File: config.mk
export PLATFORM = sky130hd
export DESIGN_NAME = counter_capture_fifo_flat
export DESIGN_NICKNAME = d
export VERILOG_FILES = /design/src/rtl/counter_capture_fifo_if.sv /design/src/rtl/counter_capture_fifo.sv /design/src/flat_wrapper.sv
export SDC_FILE = /design/constraint.sdc
export NUM_CORES = 1
export LEC_CHECK = 0
export ABC_AREA = 1
export CORE_MARGIN = 2
export CORE_UTILIZATION = 55
export CTS_CLUSTER_SIZE = 24
export DETAILED_ROUTE_END_ITERATION = 10
export MAX_ROUTING_LAYER = met4
export PLACE_DENSITY = 0.8
export SYNTH_ARGS = -nofsm -noshare
export SYNTH_HDL_FRONTEND = slang
export SYNTH_SLANG_ARGS = --single-unit
export TNS_END_PERCENT = 20
File: constraint.sdc
create_clock -name cc_clk -period 2.6 [get_ports cc_clk]
set_input_delay 0.39 -clock cc_clk [delete_from_list [all_inputs] [get_ports cc_clk]]
set_output_delay 0.39 -clock cc_clk [all_outputs]
set_load 0.005 [all_outputs]
File: src/rtl/counter_capture_fifo_if.sv
// Capture-port bundle between the counter and its capture FIFO: trigger
// inputs, control, and the valid/ready drain side plus status outputs.
// Ports: master = producer/consumer (bench or system), slave = the FIFO block.
interface counter_capture_fifo_if #(
  parameter int DEPTH = 4,
  parameter int W     = 32,
  parameter int LANES = 8
);
  localparam int LW = $clog2(DEPTH) + 1;
  localparam int DW = 2 + LANES + W;

  logic             cc_enable;
  logic             cc_clear;
  logic [LANES-1:0] cc_rco_mask;
  logic             cc_load_en;
  logic [W-1:0]     cc_Q;
  logic [LANES-1:0] cc_rco;
  logic [LANES-1:0] cc_load;
  logic             cc_out_valid;
  logic             cc_out_ready;
  logic [DW-1:0]    cc_out_data;
  logic [LW-1:0]    cc_level;
  logic             cc_overflow;
  logic [7:0]       cc_drop_cnt;

  modport master (
    output cc_enable, cc_clear, cc_rco_mask, cc_load_en, cc_Q, cc_rco, cc_load,
    output cc_out_ready,
    input  cc_out_valid, cc_out_data, cc_level, cc_overflow, cc_drop_cnt
  );

  modport slave (
    input  cc_enable, cc_clear, cc_rco_mask, cc_load_en, cc_Q, cc_rco, cc_load,
    input  cc_out_ready,
    output cc_out_valid, cc_out_data, cc_level, cc_overflow, cc_drop_cnt
  );
endinterface

File: src/rtl/counter_capture_fifo.sv
// Purpose: snapshot the counter value into a FIFO on rco/load rising edges.
// Latency: captured entry reaches the head one cycle after the trigger cycle.
// Backpressure: valid/ready drain; full & ~pop drops the capture, sets sticky
// overflow and bumps a saturating 8-bit drop counter.
// Ports: cc_clk, cc_reset (async, active-low), bus (slave side of the bundle).
module counter_capture_fifo #(
  parameter int DEPTH = 4,
  parameter int W     = 32,
  parameter int LANES = 8
) (
  input  logic                   cc_clk,
  input  logic                   cc_reset,
  counter_capture_fifo_if.slave  bus
);
  localparam int AW = $clog2(DEPTH);
  localparam int LW = AW + 1;
  localparam int DW = 2 + LANES + W;

  logic [DW-1:0]    mem_q [DEPTH];
  logic [AW-1:0]    wr_ptr_q, wr_ptr_d;
  logic [AW-1:0]    rd_ptr_q, rd_ptr_d;
  logic [LW-1:0]    level_q,  level_d;
  logic             ovf_q,    ovf_d;
  logic [7:0]       drop_q,   drop_d;
  logic [LANES-1:0] rco_q;
  logic [LANES-1:0] load_q;

  logic          rco_hit, load_hit;
  logic          push, pop, full, wr_en, drop;
  logic [DW-1:0] entry;

  always_comb begin
    rco_hit  = |(bus.cc_rco & ~rco_q & bus.cc_rco_mask);
    load_hit = bus.cc_load_en & (|(bus.cc_load & ~load_q));
    push     = bus.cc_enable & (rco_hit | load_hit) & ~bus.cc_clear;
    full     = (level_q == LW'(DEPTH));
    // Empty FIFO cannot pop, so a same-cycle push on empty is simply written.
    pop      = (level_q != '0) & bus.cc_out_ready & ~bus.cc_clear;
    // A pop frees the slot this cycle, so a push into a full FIFO still lands.
    wr_en    = push & (~full | pop);
    drop     = push & full & ~pop;
    entry    = {load_hit, rco_hit, bus.cc_rco, bus.cc_Q};

    wr_ptr_d = wr_ptr_q;
    rd_ptr_d = rd_ptr_q;
    level_d  = level_q;
    ovf_d    = ovf_q;
    drop_d   = drop_q;

    if (bus.cc_clear) begin
      wr_ptr_d = '0;
      rd_ptr_d = '0;
      level_d  = '0;
      ovf_d    = 1'b0;
      drop_d   = '0;
    end else begin
      if (wr_en) wr_ptr_d = wr_ptr_q + 1'b1;
      if (pop)   rd_ptr_d = rd_ptr_q + 1'b1;
      case ({wr_en, pop})
        2'b10:   level_d = level_q + 1'b1;
        2'b01:   level_d = level_q - 1'b1;
        default: level_d = level_q;
      endcase
      if (drop) begin
        ovf_d = 1'b1;
        if (drop_q != 8'hFF) drop_d = drop_q + 8'd1;
      end
    end
  end

  always_ff @(posedge cc_clk or negedge cc_reset) begin
    if (!cc_reset) begin
      for (int i = 0; i < DEPTH; i++) mem_q[i] <= '0;
      wr_ptr_q <= '0;
      rd_ptr_q <= '0;
      level_q  <= '0;
      ovf_q    <= 1'b0;
      drop_q   <= '0;
      rco_q    <= '0;
      load_q   <= '0;
    end else begin
      if (wr_en) mem_q[wr_ptr_q] <= entry;
      wr_ptr_q <= wr_ptr_d;
      rd_ptr_q <= rd_ptr_d;
      level_q  <= level_d;
      ovf_q    <= ovf_d;
      drop_q   <= drop_d;
      // Edge history tracks the flags even while disabled or clearing, so
      // re-enabling with a flag already high does not fire a capture.
      rco_q    <= bus.cc_rco;
      load_q   <= bus.cc_load;
    end
  end

  assign bus.cc_out_valid = (level_q != '0);
  assign bus.cc_out_data  = mem_q[rd_ptr_q];
  assign bus.cc_level     = level_q;
  assign bus.cc_overflow  = ovf_q;
  assign bus.cc_drop_cnt  = drop_q;

endmodule

File: src/flat_wrapper.sv
// flat-port wrapper written by rule: the top's interface ports become plain ports
module counter_capture_fifo_flat 
#(
  parameter int DEPTH = 4,
  parameter int W     = 32,
  parameter int LANES = 8
)
  (cc_clk, cc_reset, bus_cc_enable, bus_cc_clear, bus_cc_rco_mask, bus_cc_load_en, bus_cc_Q, bus_cc_rco, bus_cc_load, bus_cc_out_ready, bus_cc_out_valid, bus_cc_out_data, bus_cc_level, bus_cc_overflow, bus_cc_drop_cnt);
  counter_capture_fifo_if #(.DEPTH(DEPTH), .W(W), .LANES(LANES)) bus_i ();
  input  logic cc_clk;
  input  logic cc_reset;
  input wire logic [$bits(bus_i.cc_enable)-1:0] bus_cc_enable;
  input wire logic [$bits(bus_i.cc_clear)-1:0] bus_cc_clear;
  input wire logic [$bits(bus_i.cc_rco_mask)-1:0] bus_cc_rco_mask;
  input wire logic [$bits(bus_i.cc_load_en)-1:0] bus_cc_load_en;
  input wire logic [$bits(bus_i.cc_Q)-1:0] bus_cc_Q;
  input wire logic [$bits(bus_i.cc_rco)-1:0] bus_cc_rco;
  input wire logic [$bits(bus_i.cc_load)-1:0] bus_cc_load;
  input wire logic [$bits(bus_i.cc_out_ready)-1:0] bus_cc_out_ready;
  output wire logic [$bits(bus_i.cc_out_valid)-1:0] bus_cc_out_valid;
  output wire logic [$bits(bus_i.cc_out_data)-1:0] bus_cc_out_data;
  output wire logic [$bits(bus_i.cc_level)-1:0] bus_cc_level;
  output wire logic [$bits(bus_i.cc_overflow)-1:0] bus_cc_overflow;
  output wire logic [$bits(bus_i.cc_drop_cnt)-1:0] bus_cc_drop_cnt;
  assign bus_i.cc_enable = bus_cc_enable;
  assign bus_i.cc_clear = bus_cc_clear;
  assign bus_i.cc_rco_mask = bus_cc_rco_mask;
  assign bus_i.cc_load_en = bus_cc_load_en;
  assign bus_i.cc_Q = bus_cc_Q;
  assign bus_i.cc_rco = bus_cc_rco;
  assign bus_i.cc_load = bus_cc_load;
  assign bus_i.cc_out_ready = bus_cc_out_ready;
  assign bus_cc_out_valid = bus_i.cc_out_valid;
  assign bus_cc_out_data = bus_i.cc_out_data;
  assign bus_cc_level = bus_i.cc_level;
  assign bus_cc_overflow = bus_i.cc_overflow;
  assign bus_cc_drop_cnt = bus_i.cc_drop_cnt;
  counter_capture_fifo #(.DEPTH(DEPTH), .W(W), .LANES(LANES)) u_core (.cc_clk(cc_clk), .cc_reset(cc_reset), .bus(bus_i));
endmodule
Yosys cells after proc, flatten, opt, wreduce, memory -nomap -nowiden
Cells that the tools add are included.
- register bits after elaboration: 200
- bits in latches: 0
- bits in writable memories: 0
- memory bits (read-only): 0
- input bits: 62
- output and inout port bits: 55
- word-level logic and storage cells: 70
- memories: 0
- add/sub/neg operators: 5
- $mul: 0
- divide/modulo/power cells: 0
- magnitude comparators: 3
- equal/unequal tests: 4
- shifts and indexed selects: 0
- multiplexer cells: 17
- bitwise logic cells: 20
- reductions and logical operators: 10
- operators with widths (kind ; number):
    168-bit bitwise mux ; 1
    42-bit two-way mux ; 3
    42-bit binary-select mux with 2-bit select ; 1
    42-bit demux with 2-bit select ; 1
    8-bit bitwise AND ; 3
    8-bit two-way mux ; 3
    8-bit inverter ; 2
    8-bit OR reduction ; 2
    8-bit by 1-bit adder with 8-bit output (second input constant) ; 1
    1-bit bitwise AND ; 8
    2-bit two-way mux ; 4
    8-bit inequality test (second input constant) ; 1
    2-bit nonzero test ; 4
    3-bit >= comparator (second input constant) ; 2
    2-bit inverter with 3-bit output ; 2
    3-bit one-hot mux with 2 select lines ; 1
    3-bit nonzero test ; 2
    2-bit by 1-bit adder with 2-bit output (second input constant) ; 2
    3-bit by 1-bit adder with 3-bit output (second input constant) ; 1
    3-bit equality test (second input constant) ; 1
    3-bit by 1-bit less-than comparator with 1-bit output (second input constant) ; 1
    3-bit two-way mux ; 1
    1-bit inverter ; 3
    3-bit by 1-bit subtractor with 3-bit output (second input constant) ; 1
    6 further kinds ; 8

Logic depth before layout (Yosys ltp)
- depth in word-level cells: 11
- gate-level depth with buffers: 15
- depth with buffers taken out: 15

Least setup slack after synthesis
No wires, ideal clock.
- path kind: reg-to-reg
- start point: register u_core.level_q[0] (netlist: u_core.bus.cc_level[0])
- end point: register u_core.level_q[2] (netlist: u_core.bus.cc_level[2])
- setup time: 0.117 ns
- arrival: 1.856 ns
- required time: 2.483 ns
- slack: 0.626 ns
- cell stages (with the launch flop): 14
- path buffers: 0
- period minus slack after synthesis: 1.974 ns
- cells stage by stage: dfrtp_1 > nor2_4 > nand2_2 > nand2_2 > clkinv_2 > nand2_4 > inv_1 > nand2_1 > inv_1 > fa_1 > xnor2_1 > nand3b_1 > nand3_1 > nand2_1
- word-level cells in the longest chain between the ends: 8
- elaborated cells between the ends (all ways): 14
- those cells by class: add/sub (2); eq/ne (3); mux (2); bitwise (5); reduce/logical (2)
- RTL lines (element ; RTL line ; text):
    start: declaration ; counter_capture_fifo.sv:22 ; logic [LW-1:0] level_q, level_d;
    start signal: assignment ; counter_capture_fifo.sv:85 ; level_q <= level_d;
    3-bit nonzero test * ; n/a ;
    net bus_cc_out_valid ; flat_wrapper.sv:20 ; output wire logic [$bits(bus_i.cc_out_valid)-1:0] bus_cc_out_valid;
    1-bit bitwise AND * (2 in series) ; counter_capture_fifo.sv:38 ; pop = (level_q != '0) & bus.cc_out_ready & ~bus.cc_clear;
    1-bit OR ; counter_capture_fifo.sv:40 ; wr_en = push & (~full | pop);
    1-bit bitwise AND ; counter_capture_fifo.sv:40 ;
    2-bit by 1-bit equality test with 1-bit output / 2-bit equality test (equally long branches) ; counter_capture_fifo.sv:59 ; case ({wr_en, pop})
    3-bit one-hot mux with 2 select lines ; counter_capture_fifo.sv:59 ;
    3-bit two-way mux ; counter_capture_fifo.sv:50 ; if (bus.cc_clear) begin
Mark *: on every way through the listed nets, which the timed path passes. The rest lies on a longest branch.
A chain may end at the register's enable or synchronous reset.

Worst setup path after layout
- start point: register u_core.rd_ptr_q[0]
- end point: output bus_cc_out_data[27]
- word-level cells in the longest chain between the ends: 4
- RTL lines (element ; RTL line ; text):
    start: declaration ; counter_capture_fifo.sv:21 ; logic [AW-1:0] rd_ptr_q, rd_ptr_d;
    start signal: assignment ; counter_capture_fifo.sv:84 ; rd_ptr_q <= rd_ptr_d;
    2-bit inverter with 3-bit output (not written as such) ; counter_capture_fifo.sv:96 ; assign bus.cc_out_data = mem_q[rd_ptr_q];
    42-bit binary-select mux with 2-bit select ; counter_capture_fifo.sv:96 ;
    42-bit two-way mux (not written as such) (2 in series) ; counter_capture_fifo.sv:96 ;
    end: declaration ; flat_wrapper.sv:21 ; output wire logic [$bits(bus_i.cc_out_data)-1:0] bus_cc_out_data;
No other way between the ends. The select of a mux whose other input is x is not followed.

==> out/qor.csv <==
stage,metric,value,unit
outcome,status,finished clean,
setup_path,worst-path-buf-inv,2,
cells_and_area,final_common_cell,nand2_1,
clock_tree,cts_buffers,17,
cells_and_area,drive_gt1_share,6.76,%
sta,max_freq,0.390,GHz
cells_and_area,nets,1298,
power,powerDensity,1070,nW/µm²
sta,hold_viol,0,
setup_path,crit_chain,"buf_6, o21ai_0, o22ai_1, clkdlybuf4s50_1",
global_routing,grt_pass1_vias,7878,
clock_tree,clockBufferDepth,2,
global_routing,overflow,0,
setup_path,cp.arrival,2.17,ns
synth,yosys_warnings,0,
synth,ys.flop_type,dfrtp_1,
synth,ys_ff_latch,200,
global_routing,antenna_found_initial,0,
placed_design,hpwl,13.9,mm
synth,syn-instance-count,1126,
drt,ant_nets,0,
setup_path,crit_type,reg2out,
cells_and_area,layout_common_cells,"nand2_1 (535), dfrtp_1 (199), clkdlybuf4s50_1 (115)",
global_routing,grt_pass1_wl,39.2,mm
sta,relSlewSlack,63.4,%
clock_tree,cts_tree,built,
floorplanning,core,16600,µm²
drt,totalWireLength,23.7,mm
global_routing,grt_max_degree,67,
setup_path,cp-end-kind,output pin,
synth,synth_enable_flop_cells,0,
floorplanning,std_cell_rows,47,
sta,hold_ws,0.411,ns
synth,ys_seq_area_share,53.4,%
drt,routed.top_layer,met4,
clock_tree,h-tree-depth,4,
sta,period_needed,2.56,ns
drt,via_count,8021,
drt,drtIter0Drc,785,
cells_and_area,n_antenna_cell,0,
drt,wl_met1,10.3,mm
synth,yosys.cell_types.count,29,
global_routing,grtUsageTotal,28.3,%
clock_tree,worstSkewPairLatency,0.44,ns
hold_path,hp-class,in2reg,
setup_path,cp_max_fo,43,
power,p_leak,5.78,nW
sta,rsz0062_at_grt,true,
synth,syn_area_per_cell,8.32,µm²
drt,routed-wl-met3,1.86,mm
cells_and_area,area_growth,19.0,%
sta,clock-skew-final,0.00878,ns
floorplanning,pin_count,117,
synth,async_flop_share,100,%
placed_design,port_buffers,116,
clock_tree,clock-sinks,200,
setup_path,cpPeakStageDelay,0.56,ns
floorplanning,initial_core_util,56.3,%
drt,drc,0,
sta,fin_crit_sh,98.6,%
drt,post_drt_wl_per_cell,16.2,µm
drt,route.met2.wl,11.3,mm
sta,setup_viol,0,
clock_tree,cts-root-buf,clkbuf_16,
drt,firstDrtPassIters,5,
sta,worst_pin_slew,0.549,ns
setup_path,cp_top_family,buffers and inverters,
synth,synth_fp_nets,1194,
synth,synth_area,9370,µm²
setup_path,crit_slowest_cell,clkdlybuf4s50_1,
sta,finalMaxSlewViolations,0,
floorplanning,die_h,135,µm
floorplanning,die_w,135,µm
run,cap_violations,0,
clock_tree,clk_pin_slew,0.07,ns
setup_path,required,2.21,ns
drt,viasPerCell,5.48,
floorplanning,die_area,18100,µm²
setup_path,cp-start-kind,flop,
power,ir_drop,0.000654,V
sta,fin_tns_setup,0,ns
placed_design,gp_congestion,0.769,
==> routing by layer <==
metal / vias to the layer above / global-route usage (%)
met4: 0 / 8.13
met3: 14 / 5.37
li1: 3760 / -
met1: 3896 / 38.6
met5: - / -
met2: 351 / 43.9
==> worst register-to-register path, cell delays in order (launching register included) <==
cell      delay (ns)
dfrtp_1         0.47
nor2_4          0.17
nand2_2         0.07
nand2_2         0.09
clkinv_2        0.08
nand2_4         0.07
inv_1           0.05
nand2_1         0.08
inv_1           0.06
fa_1            0.38
xnor2_1         0.15
nand3b_1        0.17
nand3_1         0.08
nand2_1         0.05
==> cell families after synthesis <==
group / after synthesis / synth area share [%]
buffers and inverters: 99 / 7.80
flip-flops: 200 / 53.4
adder cells (fa/ha/maj): 6 / 0.882
AND/OR/NAND/NOR: 676 / 29.3
AO/OA/AOI/OAI: 138 / 7.93
XOR/XNOR: 7 / 0.655
==> final cells by class <==
| cell class | instances | area, µm² |
|---|---|---|
| clock buffer | 20 | 447 |
| fill | 1352 | 5490 |
| inverter | 38 | 181 |
| clock inverter | 12 | 149 |
| timing repair buffer | 146 | 1460 |
| multi-input combinational | 827 | 3630 |
| sequential | 200 | 5010 |
| tap | 220 | 275 |
==> power breakdown <==
group / internal (W) / total, W / switching [W]
clock: 0.00154 / 0.00270 / 0.00116
sequential: 0.00426 / 0.00490 / 0.000640
combinational: 0.00209 / 0.00428 / 0.00219
==> cell usage after synthesis (4+ instances only) <==
cell	instances	area (µm²)
nand2_1	535	2010
dfrtp_1	200	5000
nor2_1	92	345
o21ai_0	87	435
o22ai_1	42	263
inv_1	31	116
clkbuf_1	29	109
nand3_1	22	110
buf_12	16	320
buf_4	16	120
o21ai_1	8	40.0
nand4_1	6	37.5
ha_1	5	62.6
inv_8	5	56.3
xor2_1	5	43.8
nand2_8	4	80.1
nand3b_1	4	30.0
==> flip-flops by register name (all words and copies together) (netlist names) <==
name / flops
u_core.bus.cc_drop_cnt: 8
u_core.bus.cc_level: 3
u_core.rd_ptr_q: 2
u_core.load_q: 8
u_core.wr_ptr_q: 2
u_core.rco_q: 8
u_core.bus.cc_overflow: 1
u_core.mem_q: 168
==> final timing paths <==
check | start | cells past startpoint | to | slack (ns)
min in group asynchronous | cc_reset | 2 | u_core.mem_q[5] | 0.50
min reg2reg | u_core.mem_q[88] | 2 | u_core.mem_q[88] | 0.48
max reg2reg | u_core.bus.cc_level[0] | 13 | u_core.bus.cc_level[2] | 0.53
min | bus_cc_load[4] | 1 | u_core.load_q[4] | 0.41
max in group asynchronous | cc_reset | 3 | u_core.mem_q[28] | 1.19
max | u_core.rd_ptr_q[0] | 4 | bus_cc_out_data[27] | 0.04
==> through the flow <==
stage	total power, W	setup slack, ns	instance area, µm²	util (%)	std cells
global route	0.0127	-0.0215	11100	67.0	1463
global placement	0.00899	0.0944	10500	63.3	1430
finish	0.0119	0.0362	11100	67.0	1463
detailed placement	0.00913	0.0485	10500	63.3	1430
CTS	0.0119	0.0370	11100	67.0	1463
floorplan	0.00713	0.626	9370	-	1126
==> timing repair <==
action / CTS / global route
gates resized for setup: 3 / 2
pin swaps: 0 / 0
setup endpoints to repair: 5 / 4
setup buffers: 0 / 0
endpoints found under the hold margin: 63 / 0
hold buffers: 1 / 0
Power figures use the tool's default switching activity.
